### config.mk
export PLATFORM = sky130hd
export DESIGN_NAME = store_buffer
export DESIGN_NICKNAME = d
export VERILOG_FILES = /design/src/rtl/store_buffer.sv
export SDC_FILE = /design/constraint.sdc
export NUM_CORES = 1
export LEC_CHECK = 0
export ABC_AREA = 1
export BUFFER_PORTS_ARGS = -buffer_cell sky130_fd_sc_hd__clkbuf_2
export CAP_MARGIN = 20
export CORE_MARGIN = 10
export CORE_UTILIZATION = 50
export DETAILED_ROUTE_END_ITERATION = 16
export GPL_TIMING_DRIVEN = 0
export PLACE_DENSITY_LB_ADDON = 0.3
export SYNTH_ARGS = -nofsm -noshare
export SYNTH_HDL_FRONTEND = slang
export SYNTH_SLANG_ARGS = --single-unit
export TNS_END_PERCENT = 1
### constraint.sdc
create_clock -name clock -period 6.8 [get_ports clock]
set_input_delay 1.02 -clock clock [delete_from_list [all_inputs] [get_ports clock]]
set_output_delay 1.02 -clock clock [all_outputs]
set_load 0.05 [all_outputs]
### src/rtl/store_buffer.sv
// Posted-store queue between MEM and the data memory: opcode-to-byte-enable
// conversion, misalign rejection, in-order drain and load-hazard stall.

module sb_entry_match #(
    parameter int PTR_W = 2,
    parameter int IDX   = 0
) (
    input  logic [PTR_W-1:0] head,
    input  logic [PTR_W:0]   count,
    input  logic [29:0]      entry_word,
    input  logic [29:0]      ld_word,
    output logic             hit
);
    logic [PTR_W-1:0] offset;

    // An entry is live when its distance from head is inside the occupancy.
    assign offset = PTR_W'(IDX) - head;
    assign hit    = ({1'b0, offset} < count) && (entry_word == ld_word);
endmodule

module store_buffer #(
    parameter int DEPTH = 4,
    parameter int PTR_W = 2
) (
    input  logic        clock,
    input  logic        reset_n,
    input  logic        st_valid,
    input  logic [1:0]  st_op,
    input  logic [31:0] st_addr,
    input  logic [31:0] st_data,
    input  logic [31:0] st_pc,
    output logic        st_ready,
    output logic        st_misalign,
    input  logic        ld_valid,
    input  logic [31:0] ld_addr,
    output logic        ld_stall,
    input  logic        drain_en,
    output logic        mem_we,
    output logic [31:0] mem_addr,
    output logic [31:0] mem_din,
    output logic [3:0]  mem_be,
    output logic [31:0] mem_pc,
    output logic        sb_empty
);
    logic [31:0] addr_q [DEPTH];
    logic [31:0] data_q [DEPTH];
    logic [3:0]  be_q   [DEPTH];
    logic [31:0] pc_q   [DEPTH];

    logic [PTR_W-1:0] head, tail;
    logic [PTR_W:0]   count;
    logic             full, enq, deq;
    logic [3:0]       be;
    logic [DEPTH-1:0] hit;
    logic             unused_ld_lsb;

    always_comb begin
        be = 4'b0000;
        case (st_op)
            2'b00:   be = 4'b1111;
            2'b01:   be = 4'b0001;
            2'b10:   be = 4'b0011;
            default: be = 4'b0000;
        endcase
    end

    assign full        = (count == (PTR_W+1)'(DEPTH));
    assign st_ready    = !full;
    assign sb_empty    = (count == '0);
    assign st_misalign = st_valid && ((st_op == 2'b00 && st_addr[1:0] != 2'b00) ||
                                      (st_op == 2'b10 && st_addr[0]));
    assign enq         = st_valid && !full && !st_misalign && (st_op != 2'b11);
    assign deq         = !sb_empty && drain_en;
    assign mem_we      = deq;

    assign mem_addr = sb_empty ? 32'h0 : addr_q[head];
    assign mem_din  = sb_empty ? 32'h0 : data_q[head];
    assign mem_be   = sb_empty ? 4'h0  : be_q[head];
    assign mem_pc   = sb_empty ? 32'h0 : pc_q[head];

    genvar i;
    generate
        for (i = 0; i < DEPTH; i++) begin : g_match
            sb_entry_match #(.PTR_W(PTR_W), .IDX(i)) u_match (
                .head       (head),
                .count      (count),
                .entry_word (addr_q[i][31:2]),
                .ld_word    (ld_addr[31:2]),
                .hit        (hit[i])
            );
        end
    endgenerate

    // A store entering this cycle also blocks a load of the same word.
    assign ld_stall = ld_valid && ((|hit) || (enq && st_addr[31:2] == ld_addr[31:2]));
    assign unused_ld_lsb = ^ld_addr[1:0];

    always_ff @(posedge clock or negedge reset_n) begin
        if (!reset_n) begin
            head  <= '0;
            tail  <= '0;
            count <= '0;
        end else begin
            if (enq) tail <= tail + 1'b1;
            if (deq) head <= head + 1'b1;
            case ({enq, deq})
                2'b10:   count <= count + 1'b1;
                2'b01:   count <= count - 1'b1;
                default: count <= count;
            endcase
        end
    end

    always_ff @(posedge clock) begin
        if (enq) begin
            addr_q[tail] <= st_addr;
            data_q[tail] <= st_data;
            be_q[tail]   <= be;
            pc_q[tail]   <= st_pc;
        end
    end
endmodule

; ---- After elaboration in Yosys (flattened, before gate mapping)
; Memory sizes are Yosys's and may differ from the RTL's.
; Index checks and enable logic that the tools add are counted.
[word_totals]
word_cells = 61
n_memories = 4
mem_bits_rw = 400
regBits = 7
input_bits = 135
output_inout_bits = 105
[classes]
mux = 8
reduce_logical = 23
n_addsub = 8
n_eq_ne = 11
magnitude_cmp = 4
[mem_list]
columns = name, words, word_bits, read_ports, rd_ports_with_merged_regs, wr, line_no
row1 = addr_q, 4, 32, 5, 0, 1, 45  ; logic [31:0] addr_q [DEPTH];
row2 = data_q, 4, 32, 1, 0, 1, 46  ; logic [31:0] data_q [DEPTH];
row3 = pc_q, 4, 32, 1, 0, 1, 48  ; logic [31:0] pc_q [DEPTH];
row4 = be_q, 4, 4, 1, 0, 1, 47  ; logic [3:0] be_q [DEPTH];
[ops]
columns = cell, n
row1 = equality test 30 bit, 5
row2 = 2-to-1 mux 32 bit, 3
row3 = logical AND 1 bit, 13
row4 = less-than comparator 2 x 3 -> 1 bit, 4
row5 = one-hot mux 4 bit (3 select lines), 1
row6 = one-hot mux 3 bit (2 select lines), 1
row7 = adder 2 x 1 -> 2 bit (second input constant), 2
row8 = equality test 2 x 1 -> 1 bit (second input constant), 2
row9 = equality test 2 bit (second input constant), 2
row10 = 2-to-1 mux 4 bit, 1
row11 = nonzero test 2 bit, 2
row12 = OR reduction 4 bit, 1
row13 = subtractor 1 x 2 -> 2 bit (first input constant), 2
row14 = subtractor 2 bit (first input constant), 2
row15 = adder 3 x 1 -> 3 bit (second input constant), 1
row16 = equality test 3 bit (second input constant), 1
row17 = zero test 1 bit, 3
row18 = zero test 3 bit, 1
row19 = subtractor 3 x 1 -> 3 bit (second input constant), 1
row20 = zero test 2 bit, 1
row21 = logical OR 1 bit, 2
row22 = 2-to-1 mux 1 bit, 2
row23 = != test 2 bit (second input constant), 1

; ---- Depth between registers and ports, before layout
; Gate-level depths: netlist of the first run.
[depth]
word_depth = 10
mapped_depth = 16
ltp_nobuf = 14

; ---- Modules after synthesis
; A second synthesis of the first run with hierarchy kept.
[hier_totals]
hier_cells = 1883
hier_area_um2 = 18585.3
[by_module_without_submodules]
columns = module, area_per_inst_um2, n_inst, cells_each, seq_area_each_um2
row1 = store_buffer, 16251.8, 1, 1342, 12066.6
row2 = sb_entry_match (g_match[0].u_match ...), 590.6, 2, 136, 0.0
row3 = sb_entry_match (g_match[3].u_match), 578.1, 1, 135, 0.0
row4 = sb_entry_match (g_match[1].u_match), 574.3, 1, 134, 0.0

; ---- Worst setup path before layout of the first run
; OpenSTA, ideal clock, no wires.
[synth_timing]
kind = input-to-reg
from = input st_addr[0]
to = memory addr_q[0][0] (enable)
path_buffers = 0
arrival_ps = 5580
setup_ps = 558
path_slack_ps = 662
required_time_ps = 6242
cell_stages = 4
path_cell_list = o21bai_1 nand3_1 nand4_4 nor2_1
[synth_between]
elab_chain_len = 9
elab_cells_between_ends = 10
cone_classes = mux: 2 / reduce/logical: 8
[synth_lines]
columns = element, line_no
row1 = from (decl), 29  ; input logic [31:0] st_addr,
row2 = nonzero test 2 bit, 70  ; assign st_misalign = st_valid && ((st_op == 2'b00 && st_addr[1:0] != 2'b00) ||
row3 = logical AND 1 bit, 70
row4 = logical OR 1 bit *, 70
row5 = logical AND 1 bit *, 70
row6 = zero test 1 bit *, 72  ; assign enq = st_valid && !full && !st_misalign && (st_op != 2'b11);
row7 = logical AND 1 bit * (2 in series), 72
row8 = 2-to-1 mux 1 bit *, 115  ; if (enq) begin
row9 = 2-to-1 mux 1 bit (not written as such) *, 116  ; addr_q[tail] <= st_addr;
row10 = to (decl), 45
; Mark *: on every way between the ends. The rest lies on a longest branch, timed or not.

; ---- Worst setup path in the final report of the first run
[layout_timing]
from = register head[1]
to = output ld_stall
[layout_between]
elab_chain_len = 6
elab_cells_between_ends = 15
cone_classes = add/sub: 4 / order compare: 4 / reduce/logical: 7
[layout_lines]
columns = element, line_no
row1 = from (decl), 50  ; logic [PTR_W-1:0] head, tail;
row2 = from (signal assigned), 105  ; if (deq) head <= head + 1'b1;
row3 = subtractor 1 x 2 -> 2 bit or subtractor 2 bit (tied branches), 17  ; assign offset = PTR_W'(IDX) - head;
row4 = less-than comparator 2 x 3 -> 1 bit, 18  ; assign hit = ({1'b0, offset} < count) && (entry_word == ld_word);
row5 = logical AND 1 bit, 18
row6 = OR reduction 4 bit *, 95  ; assign ld_stall = ld_valid && ((|hit) || (enq && st_addr[31:2] == ld_addr[31:2]));
row7 = logical OR 1 bit *, 95
row8 = logical AND 1 bit *, 95
row9 = to (decl), 36  ; output logic ld_stall,
; Marks and branches as above.

==> impl_metrics.csv, run 1 <==
group,metric,value,unit
yosys,synth_ff_type,"edfxtp_1",
final_layout,fin_nets,1744,
sta,max_freq,236,MHz
sta,tightest_slew,0.816,ns
clocking,numCtsBuffers,43,
job,maxCapViolCount,0,
final_layout,postLayoutCellArea,20700,µm²
place,gp_congestion,0.883,
global_route,grt_max_degree,27,
die,dieArea,42700,µm²
detailed_routing,wl,48100,µm
yosys,synth.cell_area,17400,µm²
global_route,track_usage,21.8,%
die,boundaryPins,240,
hold_path,hold_path.class,"primary input to asynchronous set/reset pin",
place,dp_hpwl,33100,µm
die,rows,68,
clocking,holdBufCountCts,0,
global_route,grt_pass1_vias,11800,
detailed_routing,drtIter0Drc,870,
die,die_height,207,µm
final_layout,fill_cells,2767,
power_and_ir_drop,peakVddDrop,0.000444,V
yosys,yosysUniqueCellTypes,36,
clocking,ctsRootBufferMaster,"clkbuf_16",
sta,period_share,62.2,%
clocking,cts.path.max_buffers,3,
detailed_routing,avgViaCountPerCell,5.61,
sta,rsz0062_at_grt,"no",
yosys,ys_async_sr_fraction,1.74,%
sta,hold_ws,0.301,ns
die,core_region_area,34500,µm²
yosys,syn_inst,1330,
final_layout,area_growth,18.6,%
critical_path,crit_required,5.78,ns
yosys,synth-seq-cells,403,
sta,period_needed,4.23,ns
power_and_ir_drop,p_leak,7.53,nW
yosys,yosysTopAreaCellShare,68.3,%
sta,finalClockSkew,0.0130,ns
die,start_util,50.5,%
critical_path,critPathMaxFanout,10,
clocking,cts_max_level,2,
yosys,synth_edf_count,396,
yosys,synth_top_area_cell,"edfxtp_1",
place,placed_cell_area,19400,µm²
clocking,insertion_delay,0.55,ns
clocking,postCtsSetupBuffers,0,
sta,finalSetupViolations,0,
detailed_routing,ant_nets,0,
final_layout,register_area,12100,µm²
yosys,syn_area_per_cell,13.1,µm²
final_layout,stdcell_count,2091,
critical_path,critPathKind,"register to output port",
yosys,yosys_warnings,0,
final_layout,drive_gt1_share,23.7,%
critical_path,cp-end-kind,"output port",
place,placed_cells,2009,
final_layout,layout_commonest_cell,"edfxtp_1",
sta,hold_viol,0,
detailed_routing,drc_errors,0,
place,io_buffers,208,
die,die_x,207,µm
sta,relSlewSlack,45.6,%
clocking,cts.repair.resized,0,
detailed_routing,vias,11700,
global_route,antenna_found_initial,7,
sta,slew_viol_final,0,
global_route,grt_pass1_wl,70200,µm
global_route,grt_overflow,0,
yosys,syn-num-nets,1475,
critical_path,crit_arrival,3.21,ns
run_status,status,"completed",
final_layout,fin_util,60.0,%
clocking,cts_sinks,403,
detailed_routing,wl_per_cell,23.0,µm
yosys,seq_area_frac_synth,69.3,%
final_layout,most-common-layout-cells,"396 x edfxtp_1, 208 x clkbuf_2, 199 x nand2_1",
critical_path,crit_path_start_kind,"register",
power_and_ir_drop,p_per_area,491,nW/µm²
detailed_routing,first_pass_iters,4,
clocking,path_clk_slew,0.06,ns
yosys,synthTopCellsByArea,"edfxtp_1 68%, nand2_1 4.3%, xnor2_1 4.0%",
final_layout,multi_input_area,4540,µm²
clocking,cts_tree,"yes",
worst max-delay path, stage by stage (launching register included):
cell and delay (ns):
dfrtp_1 0.38, buf_4 0.19, nor2_8 0.29, buf_4 0.28, nor2_1 0.10, ha_1 0.28
a21boi_1 0.13, o21ai_0 0.14, nand3_1 0.12, nor2_1 0.16, nand3_1 0.09, nand2_1 0.07
nor2_1 0.06, nor2_1 0.08, clkbuf_2 0.28
cells by family after synthesis:
| family | count (synthesis) | share of synthesized area, % |
|---|---|---|
| and+or+nand+nor | 426 | 10.8 |
| DFF | 403 | 69.3 |
| AOI/OAI and AO/OA | 207 | 8.17 |
| buffers and inverters | 161 | 4.85 |
| xor gates and xnor gates | 123 | 6.19 |
| adders and majority gates | 10 | 0.762 |
layout make-up:
type | count | share of cell area [%]
Antenna cell | 4 | 0.0484
Buffer | 93 | 2.82
Clock buffer | 63 | 5.57
Clock inverter | 15 | 0.533
Inverter | 68 | 1.27
Multi-Input combinational cell | 766 | 21.9
Sequential cell | 403 | 58.4
Tap cell | 455 | 2.76
Timing Repair Buffer | 224 | 6.66
routing by layer:
| metal | wire, µm | global-route usage (%) |
|---|---|---|
| met2 | 23200 | 35.6 |
| met4 | 1430 | 7.58 |
| met3 | 4420 | 5.71 |
| met1 | 18900 | 27.9 |
| met5 | 43 | 0 |
metrics by stage:
step / TNS [ns] / worst slack, ns / power [W]
floorplan: 0 / 0.662 / 0.00662
finish: 0 / 2.57 / 0.0101
global route: 0 / 2.33 / 0.0105
CTS: 0 / 2.52 / 0.0102
global placement: -1208.61 / -3.16 / 0.00803
detailed placement: 0 / 3.12 / 0.00808
state kept, by name (all words and copies together) (netlist names):
name,flops
addr_q,128
be_q,12
count,3
data_q,128
head,2
pc_q,128
tail,2
where the power goes:
group / switching [W] / internal (W) / total, W
Clock: 0.000944 / 0.00118 / 0.00213
Combinational: 0.00370 / 0.00112 / 0.00481
Sequential: 0.000104 / 0.00309 / 0.00319
synthesized netlist by cell type, types with 9 or more instances:
cell type,instances
edfxtp_1,396
a31oi_1,85
ha_1,9
a221oi_1,14
buf_2,54
a22oi_1,85
xor2_1,43
nor2_1,87
nand2_1,199
buf_4,30
nand3_1,113
nand4_1,12
inv_1,60
o21ai_0,12
xnor2_1,80
final timing paths:
| check | from | endpoint | slack (ns) | cells after the start |
|---|---|---|---|---|
| worst max-delay path | head[1] | ld_stall | 2.57 | 14 |
| worst min-delay path | reset_n | head[0] | 0.30 | 1 |
| worst max register to register | count[2] | pc_q[3][17] | 4.36 | 7 |
| worst min register to register | count[0] | count[0] | 0.58 | 2 |
| max in group asynchronous | reset_n | head[1] | 6.32 | 1 |
| min in group clock | count[0] | count[0] | 0.58 | 2 |
Power figures use the tool's default switching activity.
==> inputs of run 2 (changes only) <==
==> constraint.sdc (replaced) <==
create_clock -name clock -period 3.48 [get_ports clock]
set_input_delay 0.522 -clock clock [delete_from_list [all_inputs] [get_ports clock]]
set_output_delay 0.522 -clock clock [all_outputs]
set_load 0.05 [all_outputs]
==> run 2 against run 1 <==
Compared with the run above: routed wire length is 0.97% lower; global-route usage is 0.086 points lower; critical path depth is 1 higher; design area is 0.28% higher; clock skew is 0.0024 ns higher; critical path type unchanged; largest cell class unchanged.
==> impl_metrics.csv, run 2 (synthesis gave the netlist of run 1 again) <==
group,metric,value,unit
critical_path,crit_required,2.96,ns
sta,slew_viol_final,0,
detailed_routing,ant_nets,0,
critical_path,critPathKind,"register to output port",
power_and_ir_drop,p_per_area,957,nW/µm²
place,dp_hpwl,33000,µm
sta,tns,0,ns
sta,finalSetupViolations,0,
critical_path,max_stage_delay,0.37,ns
die,start_util,50.5,%
critical_path,crit_arrival,2.86,ns
sta,period_needed,3.38,ns
critical_path,worstPathCellList,"buf_6 > inv_4 > nor2_8 > buf_8 > nor2_2 > ha_1 > a21boi_1 > o21ai_0 > nand3_1 > nor2_2 > nand3_1 > nand2_1 > nor2_1 > nor2_1 > buf_6",
detailed_routing,avgViaCountPerCell,5.56,
sta,period_share,97.2,%
job,maxCapViolCount,0,
sta,layout_setup_ws,0.0984,ns
power_and_ir_drop,p_leak,7.57,nW
detailed_routing,first_pass_iters,5,
global_route,antenna_found_initial,11,
global_route,grt_busiest_layer,"met2",
die,core_region_area,34500,µm²
clocking,ctsRootBufferMaster,"clkbuf_16",
sta,finalClockSkew,0.0154,ns
global_route,grt_max_degree,28,
final_layout,fill_cells,2761,
detailed_routing,drc_errors,0,
run_status,status,"completed",
global_route,grt_use_met2,35.2,%
place,pre_cts_ws,0.310,ns
global_route,grt_overflow,0,
clocking,cts_tree,"yes",
critical_path,path_buf_inv,4,
critical_path,crit_path_start_kind,"register",
final_layout,layout_commonest_cell,"edfxtp_1",
final_layout,area_growth,19.0,%
clocking,insertion_delay,0.54,ns
power_and_ir_drop,total_power,0.0198,W
power_and_ir_drop,peakVddDrop,0.00100,V
clocking,numCtsBuffers,42,
place,gp_congestion,0.886,
final_layout,fin_util,60.1,%
detailed_routing,drtIter0Drc,878,
clocking,cts_max_level,2,
clocking,cts_sinks,403,
sta,tightest_slew,0.812,ns
sta,hold_viol,0,
global_route,track_usage,21.8,%
global_route,grt_pass1_vias,11900,
die,rows,68,
critical_path,crit_family,"simple AND/OR/NAND/NOR gates",
final_layout,drive_gt1_share,24.1,%
die,boundaryPins,240,
hold_path,hold_path.class,"primary input to register",
place,io_buffers,208,
critical_path,r2r_slack,0.99,ns
critical_path,critPathMaxFanout,10,
global_route,grt_pass1_wl,70100,µm
global_route,grt_use_met1,27.2,%
detailed_routing,vias,11600,
sta,relSlewSlack,45.8,%
sta,max_freq,296,MHz
final_layout,fin_nets,1746,
die,dieArea,42700,µm²
clocking,cts.path.max_buffers,3,
global_route,use_met3,6.18,%
final_layout,most-common-layout-cells,"396 x edfxtp_1, 207 x clkbuf_2, 199 x nand2_1",
die,die_height,207,µm
detailed_routing,wl_per_cell,22.8,µm
critical_path,cpMaxStageDelayCell,"dfrtp_1",
clocking,path_clk_slew,0.06,ns
final_layout,reg_top3,"addr_q x128, data_q x128, pc_q x128",
detailed_routing,wl,47600,µm
critical_path,cp-end-kind,"output port",
die,die_x,207,µm
==> run 2: cell count changes in the layout (fill, tap and decap cells not counted), sizes merged <==
cell	previous run	this run
clkbuf	272	256
clkinv	13	25
buf	108	111
bufinv	0	1
diode	4	3
dlygate4sd3	0	1
inv	69	68
==> run 2: final cells by class <==
type                    count  area [µm²]  area share [%]
repair buffers            227        1420            6.83
flip-flops and latches    403       12100            58.2
diodes                      3        7.51          0.0362
multi-input cells         766        4540            21.9
plain buffers              93         597            2.88
well taps                 455         569            2.75
clock buffers              48        1090            5.28
clock inverters            27         169           0.815
inverters                  68         263            1.27
==> run 2: through the flow <==
step	std cells	hold WS (ns)	area [µm²]
floorplan	1330	0.226	17400
global placement	1993	0.377	19000
detailed placement	2009	0.377	19400
CTS	2087	0.168	20700
global route	2088	0.177	20700
finish	2090	0.194	20700
==> run 2: final timing paths <==
| path | start | to | depth (start not counted) |
|---|---|---|---|
| setup / recovery | head[1] | ld_stall | 15 |
| hold / removal | st_data[24] | data_q[1][24] | 1 |
| setup reg to reg | count[2] | pc_q[1][15] | 7 |
| hold reg to reg | count[1] | count[1] | 2 |
| max in group asynchronous | reset_n | head[0] | 2 |
| min in group asynchronous | reset_n | tail[0] | 2 |
==> run 2: timing repair <==
| action | in CTS | in global routing |
|---|---|---|
| endpoints found under the setup margin | 1 | 1 |
| resized for setup | 3 | 6 |
| hold endpoints to repair | 7 | 0 |
| buffers inserted | 2 | 0 |
| hold buffers | 1 | 0 |
| pin swaps | 2 | 0 |
==> run 2: worst register-to-register path, delay by kind of cell, from the launching register on <==
family                 cells  cell delay, ns
and+or+nand+nor            3            0.99
DFF                        1            0.40
buffers and inverters      4            0.76
==> run 2: metal layers <==
| metal | up-vias | wire length [µm] | share of wire, % |
|---|---|---|---|
| li1 | 5411 | - | - |
| met1 | 5672 | 19200 | 40 |
| met2 | 424 | 22700 | 48 |
| met3 | 105 | 4070 | 8.6 |
| met4 | 16 | 1530 | 3.2 |
| met5 | - | 94 | 0.20 |
==> run 2: report_power, final <==
| group | internal (W) | switching (W) | total, W |
|---|---|---|---|
| clock | 0.00233 | 0.00180 | 0.00413 |
| sequential | 0.00604 | 0.000204 | 0.00624 |
| combinational | 0.00222 | 0.00725 | 0.00947 |
==> inputs of run 3 (changes only) <==
--- a/config.mk
+++ b/config.mk
@@ -12,7 +12,7 @@
 export CORE_UTILIZATION = 50
 export DETAILED_ROUTE_END_ITERATION = 16
 export GPL_TIMING_DRIVEN = 0
-export PLACE_DENSITY_LB_ADDON = 0.3
+export PLACE_DENSITY = 0.74
 export SYNTH_ARGS = -nofsm -noshare
 export SYNTH_HDL_FRONTEND = slang
 export SYNTH_SLANG_ARGS = --single-unit
==> run 3 against run 2 <==
Compared with the run above: critical path depth is 2 higher; first-iteration DRC count increased by 3.2%; register-to-register slack got worse by 0.15 ns; via count rose by 1.4%; critical endpoint unchanged; non-clock buffer count did not move; combinational power about the same; largest cell class unchanged; design area is 0.33% higher; largest power group unchanged; global-route usage increased by 0.13 points.
==> impl_metrics.csv, run 3 (synthesis gave the netlist of run 1 again) <==
group,metric,value,unit
sta,finalClockSkew,0.0175,ns
final_layout,layout_commonest_cell,"edfxtp_1",
sta,period_share,95.9,%
die,core_region_area,34500,µm²
sta,finalSetupViolations,0,
sta,max_freq,300,MHz
clocking,cts_max_level,2,
clocking,cts.path.max_buffers,3,
sta,hold_viol,0,
sta,tightest_slew,0.964,ns
power_and_ir_drop,p_switching,0.00927,W
critical_path,cp-end-kind,"output port",
critical_path,r2r_slack,0.84,ns
global_route,grt_overflow,0,
detailed_routing,drtIter0Drc,906,
detailed_routing,first_pass_iters,6,
run_status,status,"completed",
die,rows,68,
place,io_buffers,208,
critical_path,crit_required,2.96,ns
final_layout,reg_top3,"addr_q x128, data_q x128, pc_q x128",
place,dp_hpwl,32800,µm
clocking,insertion_delay,0.54,ns
sta,slew_viol_final,0,
die,die_x,207,µm
critical_path,cpMaxStageDelayCell,"dfrtp_1",
final_layout,fin_nets,1747,
power_and_ir_drop,peakVddDrop,0.000858,V
final_layout,area_growth,19.4,%
critical_path,crit_arrival,2.82,ns
critical_path,worstPathCellList,"buf_8 > inv_6 > nor2_8 > buf_8 > nor2_2 > inv_2 > ha_1 > nand2_1 > nand2_1 > nand2_1 > nand3_1 > nor2_1 > nand3_1 > nand3_1 > nor2_1 > nor2_1 > clkbuf_8",
final_layout,most-common-layout-cells,"396 x edfxtp_1, 207 x clkbuf_2, 199 x nand2_1",
hold_path,min_path_cells,1,
clocking,ctsRootBufferMaster,"clkbuf_16",
critical_path,max_stage_delay,0.38,ns
die,dieArea,42700,µm²
global_route,grt_pass1_wl,70500,µm
global_route,grt_max_degree,30,
critical_path,cp.depth,17,
clocking,cts_sinks,403,
place,gp_congestion,0.882,
critical_path,rr_startpoint,"count[2]",
critical_path,rr_endpoint,"data_q[1][0]",
place,placed_cell_area,19400,µm²
critical_path,crit_family,"simple AND/OR/NAND/NOR gates",
critical_path,path_buf_inv,5,
critical_path,endpoint,"ld_stall",
die,start_util,50.5,%
detailed_routing,vias,11800,
sta,tns,0,ns
global_route,track_usage,21.9,%
clocking,cts_tree,"yes",
clocking,numCtsBuffers,43,
global_route,antenna_found_initial,6,
power_and_ir_drop,combinationalPowerShare,46.9,%
detailed_routing,wl,47900,µm
detailed_routing,drc_errors,0,
power_and_ir_drop,p_seq_share,31.0,%
critical_path,crit_start,"head[0]",
sta,period_needed,3.34,ns
detailed_routing,ant_nets,0,
critical_path,critPathKind,"register to output port",
critical_path,critPathMaxFanout,10,
sta,relSlewSlack,35.6,%
sta,rsz0062_at_grt,"no",
power_and_ir_drop,p_leak,7.61,nW
detailed_routing,avgViaCountPerCell,5.63,
hold_path,hold_path.class,"primary input to register",
clocking,path_clk_slew,0.06,ns
job,maxCapViolCount,0,
power_and_ir_drop,intPower,0.0109,W
sta,hold_ws,0.197,ns
final_layout,postLayoutCellArea,20800,µm²
final_layout,fin_util,60.3,%
detailed_routing,wl_per_cell,22.9,µm
power_and_ir_drop,swShare,46.0,%
die,die_height,207,µm
power_and_ir_drop,p_per_area,970,nW/µm²
critical_path,r2r_cells,7,
critical_path,crit_path_start_kind,"register",
global_route,grt_pass1_vias,12000,
die,boundaryPins,240,
power_and_ir_drop,p_clk_share,22.1,%
final_layout,drive_gt1_share,24.3,%
==> run 3: metal layers <==
metal	global-route usage, %	up-vias	wire [µm]
li1	-	5408	-
met2	36.0	509	23100
met3	6.10	96	4710
met4	7.56	4	1380
met1	27.4	5778	18700
met5	0	-	27
==> run 3: worst min-delay path by stage <==
stage / startpoint / endpoint / slack [ns]
3_5_place_dp: reset_n / tail[0] / 0.37
5_1_grt: st_data[28] / data_q[3][28] / 0.18
3_3_place_gp: reset_n / tail[0] / 0.37
2_1_floorplan: reset_n / count[0] / 0.23
6_report: st_pc[3] / pc_q[2][3] / 0.20
4_1_cts: st_data[20] / data_q[1][20] / 0.17
==> run 3: through the flow <==
step	total power (W)	worst slack (ns)	std cells
after floorplan	0.0129	-0.525	1330
after global placement	0.0156	-2.88	1993
after detailed placement	0.0158	0.247	2007
after CTS	0.0202	0.0103	2088
after global routing	0.0210	0.0162	2092
final	0.0202	0.141	2094
==> run 3: area by class of cell <==
class | count | area, µm²
Sequential cell | 403 | 12100
Multi-Input combinational cell | 766 | 4540
Clock buffer | 51 | 1110
Antenna cell | 4 | 10.0
Fill cell | 2654 | 13700
Inverter | 68 | 263
Clock inverter | 27 | 253
Tap cell | 455 | 569
Timing Repair Buffer | 227 | 1390
Buffer | 93 | 597
==> run 3: worst register-to-register path, stage by stage (launching register included) <==
cell	delay [ns]
dfrtp_1	0.40
inv_2	0.14
nor3_2	0.06
inv_2	0.08
nand4_4	0.27
nor2_4	0.83
buf_12	0.29
buf_12	0.26
==> run 3: power groups by stage <==
stage	sequential (W)	combinational, W	clock, W
final	0.00625	0.00946	0.00445
after global routing	0.00630	0.0100	0.00472
after CTS	0.00625	0.00948	0.00452
after detailed placement	0.00634	0.00941	0
after global placement	0.00643	0.00915	0
after floorplan	0.00635	0.00655	0
==> run 3: timing repair <==
| action | 4_1_cts | 5_1_grt |
|---|---|---|
| hold buffers | 1 | 0 |
| endpoints found under the hold margin | 7 | 0 |
| setup endpoints to repair | 1 | 1 |
| resized for setup | 5 | 4 |
| pin swaps | 2 | 1 |
| buffers inserted | 2 | 2 |
